[src/rtl/split_port_ram_p.sv]
// Shared RAM that two independent single-port interfaces access through one dual-port array.
// Optional feature: define SPLIT_RAM_FWD_EN to forward cross-port write data to a same-address reader.
module split_port_ram_p #(
    parameter int unsigned          DATA_W   = 8,
    parameter int unsigned          ADDR_W   = 4,
    parameter logic [DATA_W-1:0]    INIT_VAL = '0,
    parameter int unsigned          PRIO     = 0
) (
    input  logic              clk,
    input  logic              rst,
    input  logic              wr_0,
    input  logic              rd_0,
    input  logic [ADDR_W-1:0] addr_0,
    input  logic [DATA_W-1:0] wdata_0,
    output logic [DATA_W-1:0] rdata_0,
    output logic              rvalid_0,
    output logic              err_0,
    input  logic              wr_1,
    input  logic              rd_1,
    input  logic [ADDR_W-1:0] addr_1,
    input  logic [DATA_W-1:0] wdata_1,
    output logic [DATA_W-1:0] rdata_1,
    output logic              rvalid_1,
    output logic              err_1,
    output logic              ready,
    output logic              collision
);
    localparam int unsigned DEPTH = 2 ** ADDR_W;

    typedef enum logic {StInit, StRun} state_t;

    state_t            state;
    logic [ADDR_W-1:0] cnt;
    logic [DATA_W-1:0] mem [DEPTH];

    logic              run;
    logic              rd_ok_0, rd_ok_1, wr_ok_0, wr_ok_1;
    logic              coll, we_0, we_1;
    logic [DATA_W-1:0] rd_word_0, rd_word_1;

    assign run     = (state == StRun);
    assign rd_ok_0 = run & rd_0 & ~wr_0;
    assign rd_ok_1 = run & rd_1 & ~wr_1;
    assign wr_ok_0 = run & wr_0 & ~rd_0;
    assign wr_ok_1 = run & wr_1 & ~rd_1;
    assign coll    = wr_ok_0 & wr_ok_1 & (addr_0 == addr_1);

    // On a same-address collision only the priority port's write reaches the array.
    assign we_0 = wr_ok_0 & ~(coll & (PRIO != 0));
    assign we_1 = wr_ok_1 & ~(coll & (PRIO == 0));

`ifdef SPLIT_RAM_FWD_EN
    assign rd_word_0 = (we_1 && addr_1 == addr_0) ? wdata_1 : mem[addr_0];
    assign rd_word_1 = (we_0 && addr_0 == addr_1) ? wdata_0 : mem[addr_1];
`else
    assign rd_word_0 = mem[addr_0];
    assign rd_word_1 = mem[addr_1];
`endif

    // Array has no reset; the sweep clears it after each reset release.
    always_ff @(posedge clk) begin
        if (!rst) begin
            if (state == StInit) begin
                mem[cnt] <= INIT_VAL;
            end else begin
                if (we_0) mem[addr_0] <= wdata_0;
                if (we_1) mem[addr_1] <= wdata_1;
            end
        end
    end

    always_ff @(posedge clk or posedge rst) begin
        if (rst) begin
            state     <= StInit;
            cnt       <= '0;
            ready     <= 1'b0;
            rdata_0   <= '0;
            rdata_1   <= '0;
            rvalid_0  <= 1'b0;
            rvalid_1  <= 1'b0;
            err_0     <= 1'b0;
            err_1     <= 1'b0;
            collision <= 1'b0;
        end else begin
            case (state)
                StInit: begin
                    cnt <= cnt + ADDR_W'(1);
                    if (cnt == ADDR_W'(DEPTH - 1)) begin
                        state <= StRun;
                        ready <= 1'b1;
                    end
                end
                default: begin
                    state <= StRun;
                end
            endcase
            rvalid_0  <= rd_ok_0;
            rvalid_1  <= rd_ok_1;
            if (rd_ok_0) rdata_0 <= rd_word_0;
            if (rd_ok_1) rdata_1 <= rd_word_1;
            // Any request while sweeping is illegal; in RUN only rd+wr together is.
            err_0     <= run ? (rd_0 & wr_0) : (rd_0 | wr_0);
            err_1     <= run ? (rd_1 & wr_1) : (rd_1 | wr_1);
            collision <= coll;
        end
    end
endmodule

[config.mk]
export PLATFORM = sky130hd
export DESIGN_NAME = split_port_ram_p
export DESIGN_NICKNAME = d
export VERILOG_FILES = /design/src/rtl/split_port_ram_p.sv
export SDC_FILE = /design/constraint.sdc
export NUM_CORES = 1
export LEC_CHECK = 0
export CORE_UTILIZATION = 55
export DETAILED_ROUTE_END_ITERATION = 10
export GPL_TIMING_DRIVEN = 0
export HOLD_SLACK_MARGIN = 0.1
export PLACE_DENSITY = 0.83
export SYNTH_ARGS = -nofsm -noshare
export SYNTH_HDL_FRONTEND = slang
export SYNTH_SLANG_ARGS = --single-unit
[constraint.sdc]
create_clock -name clk -period 3.47 [get_ports clk]
set_clock_uncertainty 0.1 [all_clocks]
set_input_delay 0.347 -clock clk [delete_from_list [all_inputs] [get_ports clk]]
set_output_delay 0.347 -clock clk [all_outputs]
set_load 0.01 [all_outputs]
==> results.sh, run 1 <==
export IMPL_outcome="finished, final reports clean"
export IMPL_r2r_end="mem[12][3]"
export IMPL_design_area_sq_um=10600
export IMPL_fmax_ghz=0.298
export IMPL_critPathCaptureType="flop"
export IMPL_async_flop_share=0.174
export IMPL_power_density_nw_per_um2=429
export IMPL_layout_nets=746
export IMPL_layout_drive_gt1_share=0.353
export IMPL_via_count=6800
export IMPL_final_common_cell="edfxtp_1"
export IMPL_clk_pin_slew_worst_paths_ps=70
export IMPL_area_growth_pct=15.8
export IMPL_dr_pass1_iters=5
export IMPL_drv_slew=0
export IMPL_drt_total_wl_um=28300
export IMPL_io_pins=52
export IMPL_worst_ep_arrival_time_ps=3310
export IMPL_htreeDepth=4
export IMPL_ant_nets=0
export IMPL_peakVddDrop_mv=0.393
export IMPL_grt_pass1_wl_um=40800
export IMPL_gr_usage_all_layers=0.347
export IMPL_drt_iter0_drc=1039
export IMPL_rows=46
export IMPL_port_buffers=47
export IMPL_required_ps=3430
export IMPL_ys_seq_area_frac=0.495
export IMPL_synth_edf_count=128
export IMPL_r2r_cells=5
export IMPL_synth_fp_nets=672
export IMPL_worst_pin_slew_ps=1150
export IMPL_cp_max_fo=10
export IMPL_rsz0062_at_grt="false"
export IMPL_hold_buffers=0
export IMPL_fin_crit_sh=0.966
export IMPL_clk_latency_ps=440
export IMPL_setup_viol=0
export IMPL_syn_avg_cell_area_sq_um=14.2
export IMPL_min_path_type="input pin to flop"
export IMPL_holdPathEnd="rdata_0[5]"
export IMPL_fp_dieH_um=131
export IMPL_fin_crit_ps=3350
export IMPL_wl_per_cell_um=29.9
export IMPL_whs_path_depth=3
export IMPL_clk_path_buf_depth=2
export IMPL_root_buffer="clkbuf_16"
export IMPL_vias_per_cell=7.20
export IMPL_syn_inst=641
export IMPL_grt_ovfl_total=0
export IMPL_synthDistinctLibCells=54
export IMPL_fill_cells=1115
export IMPL_initial_core_util=0.568
export IMPL_grt_pass1_vias=6844
export IMPL_power_static_leakage_nw=4.27
export IMPL_setup_tns_ps=0
export IMPL_cts_sinks=155
export IMPL_hold_violations=0
export IMPL_r2r_start="run"
export IMPL_synth_seq_cells=155
export IMPL_cts_buffers=17
export IMPL_antenna_cells=0
export IMPL_routabilityCongestion=1.01
export IMPL_die_area_sq_um=17100
export IMPL_r2r_slack_ps=120
export IMPL_syn_area_sq_um=9130
export IMPL_dp_final_hpwl_um=19100
export IMPL_mostFrequentLayoutCells="edfxtp_1, mux2_2, mux2i_1"
export IMPL_core_sq_um=16100
export IMPL_die_w_um=131
export IMPL_cp_start_kind="flop"
export IMPL_drv_cap=0
export IMPL_yosys_warnings=0
export IMPL_criticalPathCategory="flop to flop"
export IMPL_cts_tree="done"
export IMPL_hp_start="addr_0[3]"
export IMPL_route_detailed_drc=0
export IMPL_grt_max_degree=29
export IMPL_antenna_found_initial=1
export IMPL_place_area_sq_um=9930
export IMPL_relSlewSlack=0.231
export IMPL_ys_flop_type="edfxtp_1"
export IMPL_cts_setup_buffers=0
worst max-delay path, stage by stage, from the launching register on:
cell and delay (ps):
dfrtp_1 470, and4bb_1 370, clkbuf_2 360, clkbuf_1 350, a31oi_1 340, o21ai_1 980
where the power goes:
group | switching (mW) | internal, mW
clock | 0.852 | 1.16
sequential | 0.0231 | 2.03
combinational | 0.268 | 0.195
worst max path at each step:
| stage | to | slack, ps | depth (start not counted) | from |
|---|---|---|---|---|
| finish | mem[12][3] | 120 | 5 | run |
| floorplan | mem[9][0] | 1010 | 5 | rst |
| detailed placement | mem[4][4] | -460 | 6 | rd_0 |
| CTS | mem[14][1] | 9 | 5 | run |
| global placement | mem[0][0] | -820 | 6 | rd_0 |
| global route | mem[12][1] | 110 | 5 | run |
cells in the mapped netlist (4+ instances only):
| cell type | number | area share |
|---|---|---|
| nor3b_1 | 4 | 0.0033 |
| a221oi_1 | 8 | 0.0077 |
| clkbuf_1 | 30 | 0.012 |
| o221ai_1 | 6 | 0.0058 |
| nand2b_1 | 6 | 0.0041 |
| mux4_2 | 38 | 0.094 |
| mux2i_1 | 67 | 0.073 |
| edfxtp_1 | 128 | 0.42 |
| nor3_2 | 4 | 0.0044 |
| nor4_1 | 4 | 0.0027 |
| buf_2 | 19 | 0.010 |
| xnor2_1 | 6 | 0.0058 |
| nand2_1 | 16 | 0.0066 |
| nor2_1 | 23 | 0.0095 |
| inv_1 | 4 | 0.0016 |
| mux2_2 | 127 | 0.16 |
| and2_0 | 8 | 0.0055 |
| o211ai_4 | 7 | 0.016 |
| o21ai_0 | 26 | 0.014 |
| o21bai_1 | 5 | 0.0041 |
| o22ai_1 | 16 | 0.011 |
| a31oi_1 | 12 | 0.0082 |
| dfrtp_1 | 27 | 0.074 |
sequential cells by signal, indices dropped and copies added, names as in the netlist:
register and flops:
err_0 1, err_1 1, rdata_0 8, rvalid_1 1
cnt 4, mem 128, rdata_1 8, rvalid_0 1
collision 1, ready 1, run 1
repair_timing:
item                       CTS  global route
setup endpoints to repair    8            56
gates resized for setup      1             6
gates cloned                 0             0
layer usage:
metal  wire length, um  track usage  up-vias
met2             13200        0.548      617
met4              1710        0.218        0
met3              3500        0.105      147
li1                  -            -     2712
met1              9870        0.419     3324
met5                 0            0        -
final cells by class:
cell class,instances,area (sq um),share of cell area
buffer,55,258,0.0244
clock buffer,17,425,0.0402
sequential,155,4520,0.427
inverter,6,22.5,0.00213
clock inverter,15,199,0.0188
timing repair buffer,55,531,0.0502
multi-input combinational,425,4350,0.411
tap,216,270,0.0256
logic make-up (layout without fill, tap and decap cells):
kind of cell / after synthesis / count (layout) / synth area share
multiplexers: 234 / 234 / 0.326
flip-flops: 155 / 155 / 0.495
AO/OA/AOI/OAI: 96 / 96 / 0.0847
AND/OR/NAND/NOR: 87 / 87 / 0.0551
buffers and inverters: 61 / 148 / 0.0306
XOR/XNOR: 7 / 7 / 0.00672
adder cells (fa/ha/maj): 1 / 1 / 0.00137
per-stage QoR:
step / instances / power (mW) / hold WS (ps) / setup slack (ps) / util
6_report: 944 / 4.53 / 214 / 117 / 0.658
2_1_floorplan: 641 / 2.35 / 308 / 1010 / -
3_3_place_gp: 904 / 2.52 / 362 / -823 / 0.615
5_1_grt: 944 / 4.62 / 234 / 108 / 0.658
3_5_place_dp: 912 / 2.54 / 365 / -458 / 0.618
4_1_cts: 944 / 4.51 / 205 / 9.46 / 0.657
(Power assumes the default switching activity.)
==> inputs of run 2 (changes only) <==
--- a/config.mk
+++ b/config.mk
@@ -5,6 +5,7 @@
 export SDC_FILE = /design/constraint.sdc
 export NUM_CORES = 1
 export LEC_CHECK = 0
+export CORE_ASPECT_RATIO = 0.8
 export CORE_UTILIZATION = 55
 export DETAILED_ROUTE_END_ITERATION = 10
 export GPL_TIMING_DRIVEN = 0
==> run 2 against run 1 <==
Die area is essentially flat. Sequential power is essentially flat. Fmax grew 3.6%. Largest cell class unchanged. Combinational power is essentially flat. Sequential share of layout area grew 0.20 points. Hold slack gained 60 ps. Count of clock-buffer cells in the layout grew 1. Design area shrank 0.47%. Via count shrank 1.1%. Clock power shrank 8%. Largest power group unchanged. Global-route usage grew 0.24 points. Critical path type is now input pin to flop. Total power shrank 3.8%.
==> results.sh, run 2 (synthesized netlist as in run 1, its figures left out) <==
export IMPL_drt_total_wl_um=28500
export IMPL_mostFrequentLayoutCells="edfxtp_1, mux2_2, mux2i_1"
export IMPL_final_common_cell="edfxtp_1"
export IMPL_path_buf_inv=4
export IMPL_power_static_leakage_nw=4.24
export IMPL_layout_drive_gt1_share=0.351
export IMPL_setup_viol=0
export IMPL_fp_dieH_um=117
export IMPL_cts_tree="done"
export IMPL_outcome="finished, final reports clean"
export IMPL_cp_start_kind="input pin"
export IMPL_fin_crit_ps=3240
export IMPL_clk_path_buf_depth=2
export IMPL_clk_latency_ps=440
export IMPL_root_buffer="clkbuf_16"
export IMPL_fmax_ghz=0.309
export IMPL_place_ws_ps=-441
export IMPL_vias_per_cell=7.15
export IMPL_drv_cap=0
export IMPL_route_detailed_drc=0
export IMPL_fin_crit_sh=0.933
export IMPL_dp_final_hpwl_um=19300
export IMPL_area_growth_pct=15.3
export IMPL_setup_ws_ps=234
export IMPL_via_count=6728
export IMPL_grt_max_degree=29
export IMPL_worst_pin_slew_ps=1150
export IMPL_total_power_mw=4.36
export IMPL_rsz0062_at_grt="false"
export IMPL_die_w_um=146
export IMPL_power_density_nw_per_um2=414
export IMPL_place_area_sq_um=9930
export IMPL_antenna_found_initial=0
export IMPL_design_area_sq_um=10500
export IMPL_routabilityCongestion=0.965
export IMPL_rows=41
export IMPL_initial_core_util=0.570
export IMPL_core_sq_um=16000
export IMPL_gr_usage_all_layers=0.350
export IMPL_hold_violations=0
export IMPL_peakVddDrop_mv=0.373
export IMPL_die_area_sq_um=17100
export IMPL_instances_no_fill=941
export IMPL_io_pins=52
export IMPL_cts_setup_buffers=0
export IMPL_required_ps=3560
export IMPL_drt_iter0_drc=1245
export IMPL_worst_ep_arrival_time_ps=3330
export IMPL_clk_pin_slew_worst_paths_ps=60
export IMPL_holdWs_ps=274
export IMPL_htreeDepth=4
export IMPL_grt_ovfl_total=0
export IMPL_criticalPathCategory="input pin to flop"
export IMPL_ant_nets=0
export IMPL_layout_nets=746
export IMPL_dr_pass1_iters=6
export IMPL_cts_sinks=155
export IMPL_grt_pass1_vias=7023
export IMPL_fill_cells=1166
export IMPL_grt_pass1_wl_um=42100
export IMPL_wl_per_cell_um=30.3
export IMPL_min_path_type="input pin to flop"
export IMPL_relSlewSlack=0.233
export IMPL_cp_max_fo=10
export IMPL_crit_slowest_cell="a31oi_1"
export IMPL_critPathCaptureType="flop"
export IMPL_antenna_cells=0
export IMPL_cp_cell_sequence="clkdlybuf4s50_1 > and4bb_1 > clkbuf_2 > clkbuf_1 > nor3b_1 > a31oi_1 > o21ai_1 > buf_4"
export IMPL_hold_buffers=0
export IMPL_crit_family="buffers and inverters"
export IMPL_drv_slew=0
export IMPL_placed_cells=911
export IMPL_top_register="mem"
export IMPL_largest_registers="mem x128, rdata_0 x8, rdata_1 x8"
export IMPL_cpPeakStageDelay_ps=600
export IMPL_port_buffers=47
export IMPL_cts_buffers=17
export IMPL_cts_repair_resized=1
export IMPL_largest_reg_flops=128
## run 2: layer usage
metal	up-vias	GRT usage	part of all wire
li1	2711	-	-
met4	0	0.196	0.049
met3	142	0.0849	0.13
met2	594	0.570	0.47
met5	-	0	0
met1	3281	0.439	0.35
## run 2: final timing paths
check,cells after the start,startpoint,endpoint,slack [ps]
max,8,rd_0,mem[1][6],230
min,3,addr_0[3],rdata_0[5],270
max reg2reg,7,run,mem[1][6],270
min reg2reg,1,ready,ready,380
max in group asynchronous,2,rst,rdata_1[1],2060
min in group asynchronous,2,rst,collision,510
## run 2: layout make-up
cell class | instances | area, sq um | share of cell area
multi-input combinational | 425 | 4360 | 0.414
inverter | 6 | 22.5 | 0.00214
clock buffer | 18 | 429 | 0.0408
timing repair buffer | 55 | 531 | 0.0504
clock inverter | 12 | 139 | 0.0132
sequential | 155 | 4520 | 0.429
tap | 215 | 269 | 0.0256
buffer | 55 | 258 | 0.0245
## run 2: through the flow
step / util / setup TNS (ps)
floorplan: - / 0
global placement: 0.616 / -75980
detailed placement: 0.620 / -24470
CTS: 0.656 / 0
global route: 0.657 / 0
finish: 0.657 / 0
## run 2: worst register-to-register path: stages (launching register included)
cell      delay (ps)
dfrtp_1          440
and4bb_1         350
clkbuf_2         360
clkbuf_1         380
nor3b_1          110
a31oi_1          600
o21ai_1          320
buf_4            300
## run 2: power breakdown
group,switching (mW),internal (mW),leakage [nW]
sequential,0.0206,2.03,1.76
combinational,0.266,0.195,2.21
clock,0.788,1.06,0.279
==> inputs of run 3 (changes only) <==
--- a/config.mk
+++ b/config.mk
@@ -8,9 +8,11 @@
 export CORE_ASPECT_RATIO = 0.8
 export CORE_UTILIZATION = 55
 export DETAILED_ROUTE_END_ITERATION = 10
+export DONT_BUFFER_PORTS = 1
 export GPL_TIMING_DRIVEN = 0
 export HOLD_SLACK_MARGIN = 0.1
-export PLACE_DENSITY = 0.83
+export PLACE_DENSITY = 0.79
+export SLEW_MARGIN = 20
 export SYNTH_ARGS = -nofsm -noshare
 export SYNTH_HDL_FRONTEND = slang
 export SYNTH_SLANG_ARGS = --single-unit
==> run 3 against run 2 <==
Design area down 3.0%. Critical path type is now flop to flop. Global-route usage up 0.32 points. Largest power group unchanged. Die area unchanged. Final cell count down 2.8%. Sequential share of layout area up 1.3 points. Core utilization down 2.0 points. Total power down 2.4%. Wire length up 0.26%. Fmax up 2.8%. Register-to-register slack better by 50 ps. Non-clock buffer count down 28.
==> results.sh, run 3 (synthesized netlist as in run 1, its figures left out) <==
export IMPL_outcome="finished, final reports clean"
export IMPL_design_area_sq_um=10200
export IMPL_setup_viol=0
export IMPL_vias_per_cell=7.07
export IMPL_clk_latency_ps=430
export IMPL_cts_buffers=17
export IMPL_drv_cap=0
export IMPL_mostFrequentLayoutCells="edfxtp_1, mux2_2, mux2i_1"
export IMPL_route_detailed_drc=0
export IMPL_clk_path_buf_depth=2
export IMPL_rows=41
export IMPL_rsz0062_at_grt="false"
export IMPL_cts_tree="done"
export IMPL_htreeDepth=4
export IMPL_top_register="mem"
export IMPL_routabilityCongestion=0.947
export IMPL_criticalPathCategory="flop to flop"
export IMPL_drt_total_wl_um=28600
export IMPL_grt_pass1_vias=6601
export IMPL_grt_ovfl_total=0
export IMPL_cts_setup_buffers=0
export IMPL_r2r_start="run"
export IMPL_antenna_cells=0
export IMPL_required_ps=3560
export IMPL_largest_registers="mem x128, rdata_0 x8, rdata_1 x8"
export IMPL_fmax_ghz=0.318
export IMPL_fin_crit_sh=0.907
export IMPL_port_buffers=0
export IMPL_fin_crit_ps=3150
export IMPL_r2r_end="mem[15][3]"
export IMPL_crit_slowest_cell="o21ai_0"
export IMPL_cts_sinks=155
export IMPL_die_area_sq_um=17100
export IMPL_peakVddDrop_mv=0.439
export IMPL_worst_ep_arrival_time_ps=3230
export IMPL_relSlewSlack=0.390
export IMPL_cp_start_kind="flop"
export IMPL_r2r_cells=7
export IMPL_drv_slew=0
export IMPL_dr_pass1_iters=5
export IMPL_place_area_sq_um=9490
export IMPL_area_growth_pct=11.9
export IMPL_power_static_leakage_nw=4.14
export IMPL_dp_final_hpwl_um=19700
export IMPL_ant_nets=0
export IMPL_worst_pin_slew_ps=916
export IMPL_io_pins=52
export IMPL_largest_reg_flops=128
export IMPL_hold_violations=0
export IMPL_min_path_type="input pin to flop"
export IMPL_antenna_found_initial=0
export IMPL_via_count=6466
export IMPL_r2r_slack_ps=320
export IMPL_fp_dieH_um=117
export IMPL_gr_usage_all_layers=0.353
export IMPL_layout_nets=718
export IMPL_layout_drive_gt1_share=0.364
export IMPL_critPathCaptureType="flop"
export IMPL_initial_core_util=0.570
export IMPL_cp_max_fo=10
export IMPL_setup_tns_ps=0
export IMPL_root_buffer="clkbuf_16"
export IMPL_grt_max_degree=29
export IMPL_power_density_nw_per_um2=417
export IMPL_die_w_um=146
export IMPL_cp_cell_sequence="and4bb_1 > clkbuf_2 > clkbuf_1 > nor2_1 > o21ai_0 > o21ai_1 > buf_4"
export IMPL_grt_pass1_wl_um=42000
export IMPL_core_sq_um=16000
export IMPL_final_common_cell="edfxtp_1"
export IMPL_crit_start="run"
export IMPL_clk_pin_slew_worst_paths_ps=70
export IMPL_cpPeakStageDelay_ps=590
export IMPL_cp_endpoint="mem[15][3]"
export IMPL_drt_iter0_drc=885
export IMPL_wl_per_cell_um=31.2
-- run 3: changes by cell type in the layout (fill, tap and decap cells not counted), sizes merged --
cell | before | now
clkbuf | 48 | 50
dlygate4sd3 | 0 | 15
clkinvlp | 0 | 1
inv | 10 | 9
clkdlybuf4s50 | 47 | 0
buf | 33 | 37
-- run 3: worst min-delay path by stage --
stage                   start    endpoint  slack (ps)  depth (start not counted)
floorplan                 rst      cnt[0]         310                          1
global placement         rd_1   collision         320                          1
detailed placement       rd_1   collision         320                          1
CTS                 addr_0[3]  rdata_0[5]         260                          3
global route        addr_0[3]  rdata_0[5]         290                          3
finish              addr_0[3]  rdata_0[5]         270                          3
-- run 3: where the power goes --
group / internal, mW / total (mW) / switching [mW]
Combinational: 0.142 / 0.380 / 0.238
Sequential: 2.03 / 2.07 / 0.0399
Clock: 1.05 / 1.80 / 0.749
Total: 3.23 / 4.25 / 1.03
-- run 3: what timing repair did --
action	4_1_cts	5_1_grt
hold endpoints to repair	78	0
gates resized for setup	1	3
hold buffers	15	0
setup endpoints to repair	8	20
-- run 3: area by class of cell --
class	instances	area, sq um
fillers	1190	5800
multi-input cells	425	4340
inverters	6	22.5
clock inverters	12	120
plain buffers	55	258
well taps	215	269
flip-flops and latches	155	4520
repair buffers	27	240
clock buffers	20	437
-- run 3: stage by stage --
step           cells  hold WS (ps)  setup slack [ps]  utilization  total power, mW
2_1_floorplan    641           308              1010            -             2.35
3_3_place_gp     856           319              -387        0.587             2.44
3_5_place_dp     868           323              18.4        0.593             2.46
4_1_cts          915           264              33.4        0.637             4.24
5_1_grt          915           294               209        0.638             4.35
6_report         915           273               323        0.638             4.25
-- run 3: per-layer routing --
layer,share of wire,track usage,wire (um)
met4,0.039,0.179,1130
met2,0.45,0.555,12900
met3,0.14,0.118,3900
met1,0.37,0.443,10700
met5,0,0,0
-- run 3: critical path, delay by kind of cell (launching register included) --
kind | cells | cell delay (ps)
compound gates | 2 | 890
flops | 1 | 440
simple gates | 2 | 470
buf+inv | 3 | 1000
